**config.mk**
```make
export PLATFORM = sky130hd
export DESIGN_NAME = xosera_bus_ctrl
export DESIGN_NICKNAME = d
export VERILOG_FILES = /design/src/rtl/xosera_bus_pkg.sv /design/src/rtl/xosera_bus_sync.sv /design/src/rtl/xosera_bus_ctrl.sv
export SDC_FILE = /design/constraint.sdc
export NUM_CORES = 1
export LEC_CHECK = 0
export BUFFER_PORTS_ARGS = -buffer_cell sky130_fd_sc_hd__buf_2
export CAP_MARGIN = 20
export CORE_MARGIN = 2
export CORE_UTILIZATION = 40
export DETAILED_ROUTE_END_ITERATION = 8
export GPL_TIMING_DRIVEN = 0
export MAX_ROUTING_LAYER = met4
export REMOVE_ABC_BUFFERS = 1
export SYNTH_ARGS = -nofsm -noshare
export SYNTH_HDL_FRONTEND = slang
export SYNTH_SLANG_ARGS = --single-unit
```
**constraint.sdc**
```tcl
create_clock -name clk -period 2.4 [get_ports clk]
set_clock_uncertainty 0.05 [all_clocks]
set_input_delay 0.24 -clock clk [delete_from_list [all_inputs] [get_ports clk]]
set_output_delay 0.24 -clock clk [all_outputs]
set_load 0.01 [all_outputs]
```
**src/rtl/xosera_bus_pkg.sv**
```systemverilog
// Shared constants for the Xosera host bus controller: FSM encodings, bus pin
// polarities and the legal synchronizer depth range.
package xosera_bus_pkg;
  typedef logic [1:0] bus_state_t;

  localparam bus_state_t ST_IDLE   = 2'd0;
  localparam bus_state_t ST_RD_REQ = 2'd1;
  localparam bus_state_t ST_RD_CAP = 2'd2;
  localparam bus_state_t ST_HOLD   = 2'd3;

  localparam logic CS_ENABLED = 1'b0;
  localparam logic RNW_READ   = 1'b1;
  localparam logic BYTE_EVEN  = 1'b0;

  localparam int SYNC_MIN = 2;
  localparam int SYNC_MAX = 3;
endpackage

```
**src/rtl/xosera_bus_sync.sv**
```systemverilog
// Single-bit N-stage synchronizer with a parameterized reset value, so the
// inactive level of each bus pin is what the core sees out of reset.
module xosera_bus_sync #(
  parameter int STAGES  = 2,
  parameter bit RST_VAL = 1'b0
) (
  input  logic clk,
  input  logic reset_n_i,
  input  logic d_i,
  output logic q_o
);
  logic [STAGES-1:0] sync_q, sync_d;

  always_comb sync_d = {sync_q[STAGES-2:0], d_i};

  always_ff @(posedge clk or negedge reset_n_i) begin
    if (!reset_n_i) sync_q <= {STAGES{RST_VAL}};
    else            sync_q <= sync_d;
  end

  assign q_o = sync_q[STAGES-1];
endmodule

```
**src/rtl/xosera_bus_ctrl.sv**
```systemverilog
// Host bus sequencer: synchronizes the 8-bit bus, merges even/odd byte writes
// into 16-bit register writes and fetches read words with an atomic odd byte.
module xosera_bus_ctrl
  import xosera_bus_pkg::*;
#(
  parameter int SYNC_STAGES = 2,
  parameter int REG_BITS    = 4
) (
  input  logic                clk,
  input  logic                reset_n_i,
  input  logic                bus_cs_n_i,
  input  logic                bus_rd_nwr_i,
  input  logic                bus_bytesel_i,
  input  logic [REG_BITS-1:0] bus_reg_num_i,
  input  logic [7:0]          bus_data_i,
  output logic [7:0]          bus_data_o,
  output logic                reg_rd_req_o,
  output logic [REG_BITS-1:0] reg_rd_num_o,
  input  logic [15:0]         reg_rd_data_i,
  output logic                reg_wr_valid_o,
  input  logic                reg_wr_ready_i,
  output logic [REG_BITS-1:0] reg_wr_num_o,
  output logic [15:0]         reg_wr_data_o,
  output logic                overflow_o
);
  localparam int IN_W = 3 + REG_BITS + 8;

  logic [IN_W-1:0] pin_raw, pin_sync;

  // bit 0 is cs_n, the only pin whose idle level is 1
  assign pin_raw = {bus_data_i, bus_reg_num_i, bus_bytesel_i, bus_rd_nwr_i, bus_cs_n_i};

  for (genvar i = 0; i < IN_W; i++) begin : g_sync
    xosera_bus_sync #(
      .STAGES (SYNC_STAGES),
      .RST_VAL((i == 0) ? 1'b1 : 1'b0)
    ) u_sync (
      .clk      (clk),
      .reset_n_i(reset_n_i),
      .d_i      (pin_raw[i]),
      .q_o      (pin_sync[i])
    );
  end

  logic                cs_n_s, rnw_s, bsel_s;
  logic [REG_BITS-1:0] reg_s;
  logic [7:0]          data_s;

  assign cs_n_s = pin_sync[0];
  assign rnw_s  = pin_sync[1];
  assign bsel_s = pin_sync[2];
  assign reg_s  = pin_sync[3 +: REG_BITS];
  assign data_s = pin_sync[3+REG_BITS +: 8];

  bus_state_t          state_q, state_d;
  logic                cs_prev_q, cs_prev_d;
  logic                cap_bsel_q, cap_bsel_d;
  logic [REG_BITS-1:0] cap_reg_q, cap_reg_d;
  logic [7:0]          hi_q, hi_d;
  logic [15:0]         latch_q, latch_d;
  logic                latch_vld_q, latch_vld_d;
  logic                latch_even_q, latch_even_d;
  logic [REG_BITS-1:0] latch_reg_q, latch_reg_d;
  logic [7:0]          bus_data_q, bus_data_d;
  logic                wr_vld_q, wr_vld_d;
  logic [REG_BITS-1:0] wr_num_q, wr_num_d;
  logic [15:0]         wr_data_q, wr_data_d;
  logic                ovf_q, ovf_d;

  logic start, atomic_odd, wr_slot_free;

  assign start        = (cs_n_s == CS_ENABLED) && (cs_prev_q != CS_ENABLED);
  assign atomic_odd   = (bsel_s != BYTE_EVEN) && latch_vld_q && latch_even_q &&
                        (latch_reg_q == reg_s);
  // a slot draining this cycle may take the new odd write in the same cycle
  assign wr_slot_free = !wr_vld_q || reg_wr_ready_i;

  always_comb begin
    state_d      = state_q;
    cs_prev_d    = cs_n_s;
    cap_bsel_d   = cap_bsel_q;
    cap_reg_d    = cap_reg_q;
    hi_d         = hi_q;
    latch_d      = latch_q;
    latch_vld_d  = latch_vld_q;
    latch_even_d = latch_even_q;
    latch_reg_d  = latch_reg_q;
    bus_data_d   = bus_data_q;
    wr_vld_d     = wr_vld_q;
    wr_num_d     = wr_num_q;
    wr_data_d    = wr_data_q;
    ovf_d        = ovf_q;

    if (wr_vld_q && reg_wr_ready_i) wr_vld_d = 1'b0;

    case (state_q)
      ST_IDLE: begin
        if (start) begin
          cap_bsel_d  = bsel_s;
          cap_reg_d   = reg_s;
          latch_vld_d = 1'b0;
          state_d     = ST_HOLD;
          if (rnw_s == RNW_READ) begin
            if (atomic_odd) bus_data_d = latch_q[7:0];
            else            state_d    = ST_RD_REQ;
          end else if (bsel_s == BYTE_EVEN) begin
            hi_d = data_s;
          end else if (wr_slot_free) begin
            wr_vld_d  = 1'b1;
            wr_num_d  = reg_s;
            wr_data_d = {hi_q, data_s};
          end else begin
            ovf_d = 1'b1;
          end
        end
      end
      ST_RD_REQ: state_d = ST_RD_CAP;
      ST_RD_CAP: begin
        latch_d      = reg_rd_data_i;
        latch_vld_d  = 1'b1;
        latch_even_d = (cap_bsel_q == BYTE_EVEN);
        latch_reg_d  = cap_reg_q;
        bus_data_d   = (cap_bsel_q == BYTE_EVEN) ? reg_rd_data_i[15:8] : reg_rd_data_i[7:0];
        state_d      = ST_HOLD;
      end
      ST_HOLD: if (cs_n_s != CS_ENABLED) state_d = ST_IDLE;
      default: state_d = ST_IDLE;
    endcase
  end

  always_ff @(posedge clk or negedge reset_n_i) begin
    if (!reset_n_i) begin
      state_q      <= ST_IDLE;
      cs_prev_q    <= 1'b1;
      cap_bsel_q   <= 1'b0;
      cap_reg_q    <= '0;
      hi_q         <= '0;
      latch_q      <= '0;
      latch_vld_q  <= 1'b0;
      latch_even_q <= 1'b0;
      latch_reg_q  <= '0;
      bus_data_q   <= '0;
      wr_vld_q     <= 1'b0;
      wr_num_q     <= '0;
      wr_data_q    <= '0;
      ovf_q        <= 1'b0;
    end else begin
      state_q      <= state_d;
      cs_prev_q    <= cs_prev_d;
      cap_bsel_q   <= cap_bsel_d;
      cap_reg_q    <= cap_reg_d;
      hi_q         <= hi_d;
      latch_q      <= latch_d;
      latch_vld_q  <= latch_vld_d;
      latch_even_q <= latch_even_d;
      latch_reg_q  <= latch_reg_d;
      bus_data_q   <= bus_data_d;
      wr_vld_q     <= wr_vld_d;
      wr_num_q     <= wr_num_d;
      wr_data_q    <= wr_data_d;
      ovf_q        <= ovf_d;
    end
  end

  assign bus_data_o     = bus_data_q;
  assign reg_rd_req_o   = (state_q == ST_RD_REQ);
  assign reg_rd_num_o   = cap_reg_q;
  assign reg_wr_valid_o = wr_vld_q;
  assign reg_wr_num_o   = wr_num_q;
  assign reg_wr_data_o  = wr_data_q;
  assign overflow_o     = ovf_q;
endmodule
```
==> run metrics, run 1 <==
CTS tree yes; relative max-transition margin 61.0%; routability congestion estimate 0.707; via count 1933; H-Tree Depth 3; met3 Use GR 3.13%; first-pass GRT wire length 9320 µm; DP Wirelength 3930 µm; Final Hold Viols 0; most frequent cell after synthesis dfrtp_1; pins over their slew limit 0; Area Overhead vs Synth 25.9%; crit path launch state_q[1]; Synth top cells by count 87 x dfrtp_1, 39 x mux2_2, 12 x a21oi_1, 12 x nor2_1, 9 x mux2i_1; Root Driver clkbuf_8; HP Class input port to flop; row count 33; WS Path Type flop to flop; CP Cell Sequence inv_1 > ha_1 > nand3b_4 > nand3b_4 > a21oi_4 > buf_8 > mux2_2; synth warn 0; RR Startpoint state_q[1]; Die X 96.1 µm; Synth Flop Type dfrtp_1; maximum vdd drop 0.000596 V; WL final 5820 µm; RSZ-0062 raised after global routing no; CTS Buffer Depth 2; largest net degree at the start of global routing 67; hold depth 2; Ports 69; Setup-failing EPs final 0; share of layout cells above drive strength 1 46.0%; Port Buf Inserts 68; critical path data required time 2590 ps; Pwr Density 1170 nW/µm²; crit-path max cell delay 410 ps; hold_sp reg_wr_ready_i; clk slew on worst S/H paths 90 ps; Die ar. 9240 µm²; register area share after synthesis 66.4%; Max Freq 0.451 GHz; Hold Crit Endpoint overflow_o; wire length per cell 14.0 µm; CP arrival 2400 ps; initial core utilization 41.3%; GRT met2 Usage 20.1%; R2R depth 7; total power 5.00 mW; initial antenna violation count 0; status finished clean; Place WS -3.18 ps; CP Capture Type flop; Die Ht 96.1 µm; DR pass1 iterations 2; LEAKAGE 2.08 nW; CP startpoint kind flop; Area contributors post-synth dfrtp_1 64%, mux2_2 13%, mux2_4 3.5%; worst-skew pair later-pin latency 350 ps; Mapped Cells 216; Tcrit/Tclk final 92.4%; Num CTS Buffers 9; CTS Sinks 90; #FFs+latches synth 90; # DRC 0; Post-synth ARST share 100%; final setup margin 182 ps; MaxCap Viol Count 0; Total GRT Usage 14.0%; Worst-Margin Slew 586 ps; CP dominant cell by count nand3b_4; leading area contributor after synthesis dfrtp_1; Layout Nets 345; share of the synthesized area in the top cell type 64.1%; R2R Setup Slk 180 ps; Core ar. 8220 µm²; post-synth cell types 28; GR Util met1 18.9%; fin crit period 2220 ps; vias in the first global route 1969; remaining global-route overflow 0; EDFF count, synth 0; DR vias/cell 4.65; crit-path max FO 13; GRT busiest layer met2; DR iter-0 viols 73; mean post-synth cell area 15.7 µm²; Synth Cell Area 3400 µm²; Crit Reg-Reg Endpoint reg_wr_data_o[13]; post-route ant nets 0; Max stage delay cell, worst path dfrtp_1; ANT cells 0
## placed cells by master, fill, tap and decap left out, types with 2 or more instances in the layout
| cell type | n |
|---|---|
| buf_2 | 67 |
| ha_1 | 5 |
| nand3b_4 | 2 |
| a21oi_1 | 12 |
| mux2_4 | 8 |
| mux2_1 | 6 |
| nor2_1 | 12 |
| dfrtp_1 | 87 |
| o21ai_0 | 4 |
| bufinv_16 | 2 |
| mux2i_1 | 9 |
| dfstp_2 | 3 |
| clkinvlp_4 | 2 |
| xor2_1 | 4 |
| mux2_2 | 39 |
| dlygate4sd3_1 | 16 |
| inv_1 | 6 |
| buf_8 | 2 |
| clkbuf_8 | 10 |
## layer usage
layer | vias up | wire [µm]
met2 | 58 | 2610
met1 | 947 | 2800
met5 | - | 0
li1 | 921 | -
met3 | 7 | 341
met4 | 0 | 74
## critical path: cells and delay by family, from the launching register on
family          cells  cell delay, ps
compound gates      1             300
fa+ha+maj           1             270
buf+inv             2             340
flops               1             410
mux                 1             340
simple gates        2             370
## what timing repair did
| item | 4_1_cts | 5_1_grt |
|---|---|---|
| buffers inserted | 0 | 0 |
| endpoints found under the hold margin | 36 | 0 |
| hold buffers | 16 | 0 |
| endpoints found under the setup margin | 12 | 0 |
| resized for setup | 1 | 0 |
## report_power, final
group | internal [mW] | total (mW) | switching, mW
Sequential | 2.00 | 2.28 | 0.281
Combinational | 0.866 | 1.56 | 0.698
Clock | 0.617 | 1.15 | 0.536
## per-stage QoR
stage          hold WS [ps]  utilization (%)  area (µm²)  std cells  TNS [ps]
3_5_place_dp            123             47.2        3880        384     -3.18
4_1_cts                26.4             52.0        4270        416         0
5_1_grt                54.8             52.0        4270        416         0
6_report               42.6             52.0        4270        416         0
2_1_floorplan          -106                -        3350        208         0
3_3_place_gp            281             46.5        3820        381     -5890
## registers in the layout, summed over array words and instances, names as in the netlist, 4 cells and up
register / cells
bus_data_o: 8
g_sync.u_sync.sync_q: 30
hi_q: 8
latch_q: 8
latch_reg_q: 4
reg_rd_num_o: 4
reg_wr_data_o: 16
reg_wr_num_o: 4
## worst max path at each step
stage,end,cells past startpoint
6_report,reg_wr_data_o[13],7
5_1_grt,reg_wr_data_o[9],7
2_1_floorplan,reg_wr_data_o[10],6
4_1_cts,reg_wr_data_o[9],7
3_5_place_dp,reg_wr_data_o[6],7
3_3_place_gp,reg_wr_data_o[6],6
## cell type report
cell class | count | area, µm²
fill | 724 | 3940
sequential | 90 | 2260
multi-input combinational | 112 | 1080
timing repair buffer | 87 | 561
clock buffer | 10 | 138
tap | 105 | 131
clock inverter | 6 | 88.8
inverter | 6 | 22.5
## cells by family (layout without fill, tap and decap cells)
kind of cell	after synthesis	after routing	share of synthesized area [%]
muxes	62	62	21.1
DFF	90	90	66.4
buffers and inverters	14	109	2.06
AOI/OAI and AO/OA	20	20	3.65
adders and majority gates	5	5	1.84
and+or+nand+nor	21	21	3.87
xor gates and xnor gates	4	4	1.03
(Power assumes the default switching activity.)
==> run 2: changes to the inputs <==
--- a/config.mk
+++ b/config.mk
@@ -8,7 +8,7 @@
 export BUFFER_PORTS_ARGS = -buffer_cell sky130_fd_sc_hd__buf_2
 export CAP_MARGIN = 20
 export CORE_MARGIN = 2
-export CORE_UTILIZATION = 40
+export CORE_UTILIZATION = 41
 export DETAILED_ROUTE_END_ITERATION = 8
 export GPL_TIMING_DRIVEN = 0
 export MAX_ROUTING_LAYER = met4
==> run 2 against run 1 <==
Routed wire length fell by 4.0%. Total power down 2.1%. Clock power fell by 11%. Non-clock buffer count increased by 1. Hold slack improved by 9.6 ps. First-iteration DRC count decreased by 33%. Utilization up 0.47 points. Combinational power about the same. Setup slack improved by 51 ps. Cell area decreased by 0.12%. Critical path depth decreased by 2. Sequential power about the same. Largest power group unchanged.
==> run metrics, run 2 (same netlist as run 1, synthesis figures left out) <==
share of layout cells above drive strength 1 45.8% (was 46.0%); maximum vdd drop 0.000478 V (was 0.000596 V); initial core utilization 41.7% (was 41.3%); Setup-failing EPs final 0 (unchanged); WS Path Type flop to flop (unchanged); Layout Nets 346 (was 345); initial antenna violation count 0 (unchanged); Ports 69 (unchanged); Die X 95.0 µm (was 96.1 µm); clk slew on worst S/H paths 80 ps (was 90 ps); CTS Buffer Depth 2 (unchanged); hold depth 2 (unchanged); setup TNS 0 ps (unchanged); RSZ-0062 raised after global routing no (unchanged); R2R depth 5 (was 7); hold_sp reg_wr_ready_i (unchanged); wire length per cell 13.4 µm (was 14.0 µm); HP Class input port to flop (unchanged); Port Buf Inserts 68 (unchanged); Hold Crit Endpoint overflow_o (unchanged); Core ar. 8130 µm² (was 8220 µm²); Num CTS Buffers 9 (unchanged); most common cell after layout, fill and taps aside dfrtp_1 (unchanged); vias in the first global route 1838 (was 1969); CTS Sinks 90 (unchanged); routability congestion estimate 0.728 (was 0.707); critical path data required time 2580 ps (was 2590 ps); Max Freq 0.462 GHz (was 0.451 GHz); # DRC 0 (unchanged); fin crit period 2170 ps (was 2220 ps); Post-DP Area 3890 µm² (was 3880 µm²); Die Ht 95.0 µm (was 96.1 µm); post-route ant nets 0 (unchanged); most frequent cells in the layout 87 x dfrtp_1, 67 x buf_2, 39 x mux2_2 (unchanged); register with the most flip-flops g_sync.u_sync.sync_q (unchanged); DR pass1 iterations 4 (was 2); CP startpoint kind flop (unchanged); CP Capture Type flop (unchanged); Pwr Density 1150 nW/µm² (was 1170 nW/µm²); Total GRT Usage 14.4% (was 14.0%); CP arrival 2350 ps (was 2400 ps); Crit Reg-Reg Endpoint hi_q[2] (was reg_wr_data_o[13]); R2R Setup Slk 230 ps (was 180 ps); RR Startpoint state_q[1] (unchanged); DR iter-0 viols 49 (was 73); via count 1895 (was 1933); WL final 5590 µm (was 5820 µm); worst-skew pair later-pin latency 350 ps (about the same); largest net degree at the start of global routing 51 (was 67); relative max-transition margin 56.8% (was 61.0%); crit-path max FO 8 (was 13); Die ar. 9030 µm² (was 9240 µm²); first-pass GRT wire length 9440 µm (was 9320 µm); Area Overhead vs Synth 25.7% (was 25.9%); row count 33 (unchanged); max FFs per register 30 (unchanged); ANT cells 0 (unchanged); remaining global-route overflow 0 (unchanged); fin area 4270 µm² (about the same); Root Driver clkbuf_8 (unchanged); pins over their slew limit 0 (unchanged); status finished clean (unchanged); total power 4.89 mW (was 5.00 mW); LEAKAGE 2.08 nW (about the same); H-Tree Depth 3 (unchanged); Tcrit/Tclk final 90.3% (was 92.4%); Worst-Margin Slew 648 ps (was 586 ps); CTS tree yes (unchanged); DR vias/cell 4.54 (was 4.65); MaxCap Viol Count 0 (unchanged); DP Wirelength 3830 µm (was 3930 µm); Final Hold Viols 0 (unchanged)
-- run 2: cell count changes in the layout (fill, tap and decap cells not counted), sizes merged --
cell | previous run | this run
clkbuf | 10 | 11
inv | 7 | 8
clkinvlp | 2 | 1
bufinv | 2 | 1
buf | 71 | 72
-- run 2: through the flow --
step	cells	hold WS (ps)	worst slack (ps)	util (%)
3_3_place_gp	381	282	-310	47.0
3_5_place_dp	384	212	-26.1	47.9
2_1_floorplan	208	-106	203	-
4_1_cts	416	28.6	105	52.4
6_report	417	52.2	233	52.5
5_1_grt	417	38.3	126	52.5
-- run 2: critical path: stages, from the launching register on --
cell and delay (ps):
dfrtp_1 400, inv_1 130, ha_1 300, nand3b_4 180, or3_1 610, mux2_4 390
-- run 2: worst max path at each step --
stage | startpoint | to | cells past startpoint | slack [ps]
4_1_cts | state_q[1] | reg_wr_data_o[10] | 7 | 110
6_report | state_q[1] | hi_q[2] | 5 | 230
5_1_grt | state_q[1] | hi_q[7] | 5 | 130
3_3_place_gp | state_q[1] | reg_wr_data_o[7] | 6 | -310
2_1_floorplan | state_q[0] | reg_wr_data_o[10] | 6 | 200
3_5_place_dp | state_q[1] | reg_wr_data_o[4] | 7 | -30
-- run 2: what timing repair did --
item	CTS	global route
gates resized for setup	1	0
hold buffers	16	0
setup endpoints to repair	12	2
buffers inserted	0	1
hold endpoints to repair	52	0
-- run 2: final cells by class --
cell class	instances	area, µm²
inverter	6	22.5
clock inverter	5	60.1
tap	105	131
fill	715	3860
sequential	90	2260
multi-input combinational	112	1080
timing repair buffer	88	581
clock buffer	11	141
-- run 2: layer usage --
layer,part of all wire [%],track usage (%),vias up
li1,-,-,924
met1,45,18.6,933
met2,49,21.3,33
met3,4.2,4.63,5
met4,1.4,5.07,0
met5,0,-,-
-- run 2: report_power, final --
group          switching (mW)  internal [mW]
Combinational           0.700          0.893
Clock                   0.507          0.516
Sequential              0.279           2.00
==> run 3: changes to the inputs <==
--- a/config.mk
+++ b/config.mk
@@ -5,6 +5,7 @@
 export SDC_FILE = /design/constraint.sdc
 export NUM_CORES = 1
 export LEC_CHECK = 0
+export ABC_CLOCK_PERIOD_IN_PS = 2400
 export BUFFER_PORTS_ARGS = -buffer_cell sky130_fd_sc_hd__buf_2
 export CAP_MARGIN = 20
 export CORE_MARGIN = 2
@@ -12,7 +13,9 @@
 export DETAILED_ROUTE_END_ITERATION = 8
 export GPL_TIMING_DRIVEN = 0
 export MAX_ROUTING_LAYER = met4
+export RECOVER_POWER = 50
 export REMOVE_ABC_BUFFERS = 1
+export SETUP_SLACK_MARGIN = 0.5
 export SYNTH_ARGS = -nofsm -noshare
 export SYNTH_HDL_FRONTEND = slang
 export SYNTH_SLANG_ARGS = --single-unit
==> run 3 against run 2 <==
Sequential share of layout area down 1.3 points. Combinational power up 8%. Cell area up 2.6%. Count of clock-buffer cells in the layout unchanged. Critical path depth up 2. First-iteration DRC count up 6.1%. Utilization up 1.4 points. Critical endpoint is now reg_wr_data_o[4].
==> run metrics, run 3 (same netlist as run 1, synthesis figures left out) <==
first-pass GRT wire length 9730 µm (was 9440 µm); Setup-failing EPs final 0 (unchanged); share of layout cells above drive strength 1 43.2% (was 45.8%); Max Freq 0.531 GHz (was 0.462 GHz); Final Hold Viols 0 (unchanged); most common cell after layout, fill and taps aside dfrtp_1 (unchanged); Psw 1.53 mW (was 1.49 mW); register with the most flip-flops g_sync.u_sync.sync_q (unchanged); Buf/Inv on CP 2 (was 1); Root Driver clkbuf_8 (unchanged); Total GRT Usage 14.8% (was 14.4%); LEAKAGE 2.09 nW (was 2.08 nW); Filler Cell Count 695 (was 715); H-Tree Depth 3 (unchanged); setup TNS 0 ps (unchanged); Die X 95.0 µm (unchanged); internal power 3.49 mW (was 3.41 mW); final setup margin 518 ps (was 233 ps); CP startpoint kind flop (unchanged); Die Ht 95.0 µm (unchanged); RSZ-0062 raised after global routing yes (was no); # DRC 0 (unchanged); CP Capture Type flop (unchanged); clk slew on worst S/H paths 80 ps (about the same); Util after Layout 53.9% (was 52.5%); Combinational Power Share 34.1% (was 32.5%); initial antenna violation count 0 (unchanged); DR pass1 iterations 3 (was 4); largest net degree at the start of global routing 51 (unchanged); clock share of power 20.4% (was 20.9%); initial core utilization 41.7% (unchanged); CTS Buffer Depth 2 (unchanged); relative max-transition margin 28.8% (was 56.8%); Tcrit/Tclk final 78.4% (was 90.3%); Pwr Density 1140 nW/µm² (was 1150 nW/µm²); CP arrival 2070 ps (was 2350 ps); HP Class input port to flop (unchanged); Worst-Margin Slew 1070 ps (was 648 ps); pins over their slew limit 0 (unchanged); critical path data required time 2590 ps (was 2580 ps); via count 1940 (was 1895); WL final 5780 µm (was 5590 µm); CP dominant cell by count nand3b_4; Core ar. 8130 µm² (unchanged); max FFs per register 30 (unchanged); DP Wirelength 3830 µm (unchanged); remaining global-route overflow 0 (unchanged); family with the most delay on the worst path flip-flops (was simple AND/OR/NAND/NOR gates); status finished clean (unchanged); fin crit period 1880 ps (was 2170 ps); MaxCap Viol Count 0 (unchanged); area taken by multi-input logic gates 1100 µm² (was 1080 µm²); most frequent cells in the layout 87 x dfrtp_1, 49 x buf_2, 39 x mux2_2 (was 87 x dfrtp_1, 67 x buf_2, 39 x mux2_2); Hold WS 54.2 ps (was 52.2 ps); Die ar. 9030 µm² (unchanged); Ports 69 (unchanged); DR vias/cell 4.54 (about the same); CTS Sinks 90 (unchanged); maximum vdd drop 0.000467 V (was 0.000478 V); vias in the first global route 1884 (was 1838); Port Buf Inserts 68 (unchanged); Max stage delay cell, worst path dfrtp_1 (was or3_1); row count 33 (unchanged); Area Overhead vs Synth 29.0% (was 25.7%); Sw Ratio 30.4% (about the same); CP Cell Sequence inv_2 > ha_4 > nand3b_4 > nand3b_4 > a21oi_4 > bufbuf_16 > mux2_2 (was inv_1 > ha_1 > nand3b_4 > or3_1 > mux2_4); crit-path max FO 6 (was 8); routability congestion estimate 0.728 (unchanged); worst-skew pair later-pin latency 350 ps (about the same); crit-path max cell delay 410 ps (was 610 ps); wire length per cell 13.5 µm (was 13.4 µm); post-route ant nets 0 (unchanged); DR iter-0 viols 52 (was 49); Place WS -26.1 ps (unchanged); Seq pwr share 45.5% (was 46.6%); WS Path Type flop to flop (unchanged); ANT cells 0 (unchanged); CTS tree yes (unchanged); Num CTS Buffers 9 (unchanged); storage element area 2260 µm² (unchanged); Layout Nets 356 (was 346)
[run 3: power groups by stage]
| stage | clock network, mW | logic, mW | registers [mW] |
|---|---|---|---|
| 2_1_floorplan | 0 | 0.953 | 2.38 |
| 6_report | 1.02 | 1.71 | 2.28 |
| 3_3_place_gp | 0 | 1.51 | 2.29 |
| 3_5_place_dp | 0 | 1.60 | 2.32 |
| 4_1_cts | 1.08 | 1.74 | 2.29 |
| 5_1_grt | 1.15 | 1.88 | 2.35 |
[run 3: layout make-up]
class	instances	area share, %
tap	105	3.00
inverter	6	0.514
clock buffer	11	3.23
multi-input combinational	112	25.0
clock inverter	5	1.37
timing repair buffer	98	15.3
sequential	90	51.5
[run 3: final timing paths]
path                            slack (ps)  cells past startpoint                     endpoint                  startpoint
worst max-delay path                   520                      7             reg_wr_data_o[4]                  state_q[1]
worst min-delay path                    50                      2                   overflow_o              reg_wr_ready_i
worst max register to register         520                      7             reg_wr_data_o[4]                  state_q[1]
worst min register to register         290                      0   g_sync[7].u_sync.sync_q[1]  g_sync[7].u_sync.sync_q[0]
max in group asynchronous              930                      3  g_sync[12].u_sync.sync_q[1]                   reset_n_i
min in group asynchronous              580                      2                bus_data_o[4]                   reset_n_i
[run 3: what timing repair did]
item / CTS / global route
resized for setup: 8 / 0
buffers inserted: 7 / 3
cloned: 1 / 0
pin swaps: 1 / 1
hold endpoints to repair: 52 / 0
hold buffers: 16 / 0
endpoints found under the setup margin: 36 / 29
[run 3: worst reg2reg max path, stage by stage, from the launching register on]
cell	delay (ps)
dfrtp_1	410
inv_2	110
ha_4	150
nand3b_4	80
nand3b_4	190
a21oi_4	170
bufbuf_16	290
mux2_2	320
[run 3: through the flow]
stage | cell area, µm² | power, mW | instances
floorplan | 3350 | 3.33 | 208
CTS | 4380 | 5.10 | 424
global route | 4380 | 5.38 | 427
global placement | 3820 | 3.80 | 381
finish | 4380 | 5.01 | 427
detailed placement | 3890 | 3.91 | 384
[run 3: routing by layer]
layer  global-route usage (%)  share of wire (%)
met1                     19.1                 45
met5                        -                  0
met3                     4.39                3.8
met4                     5.07                1.4
met2                     22.6                 50
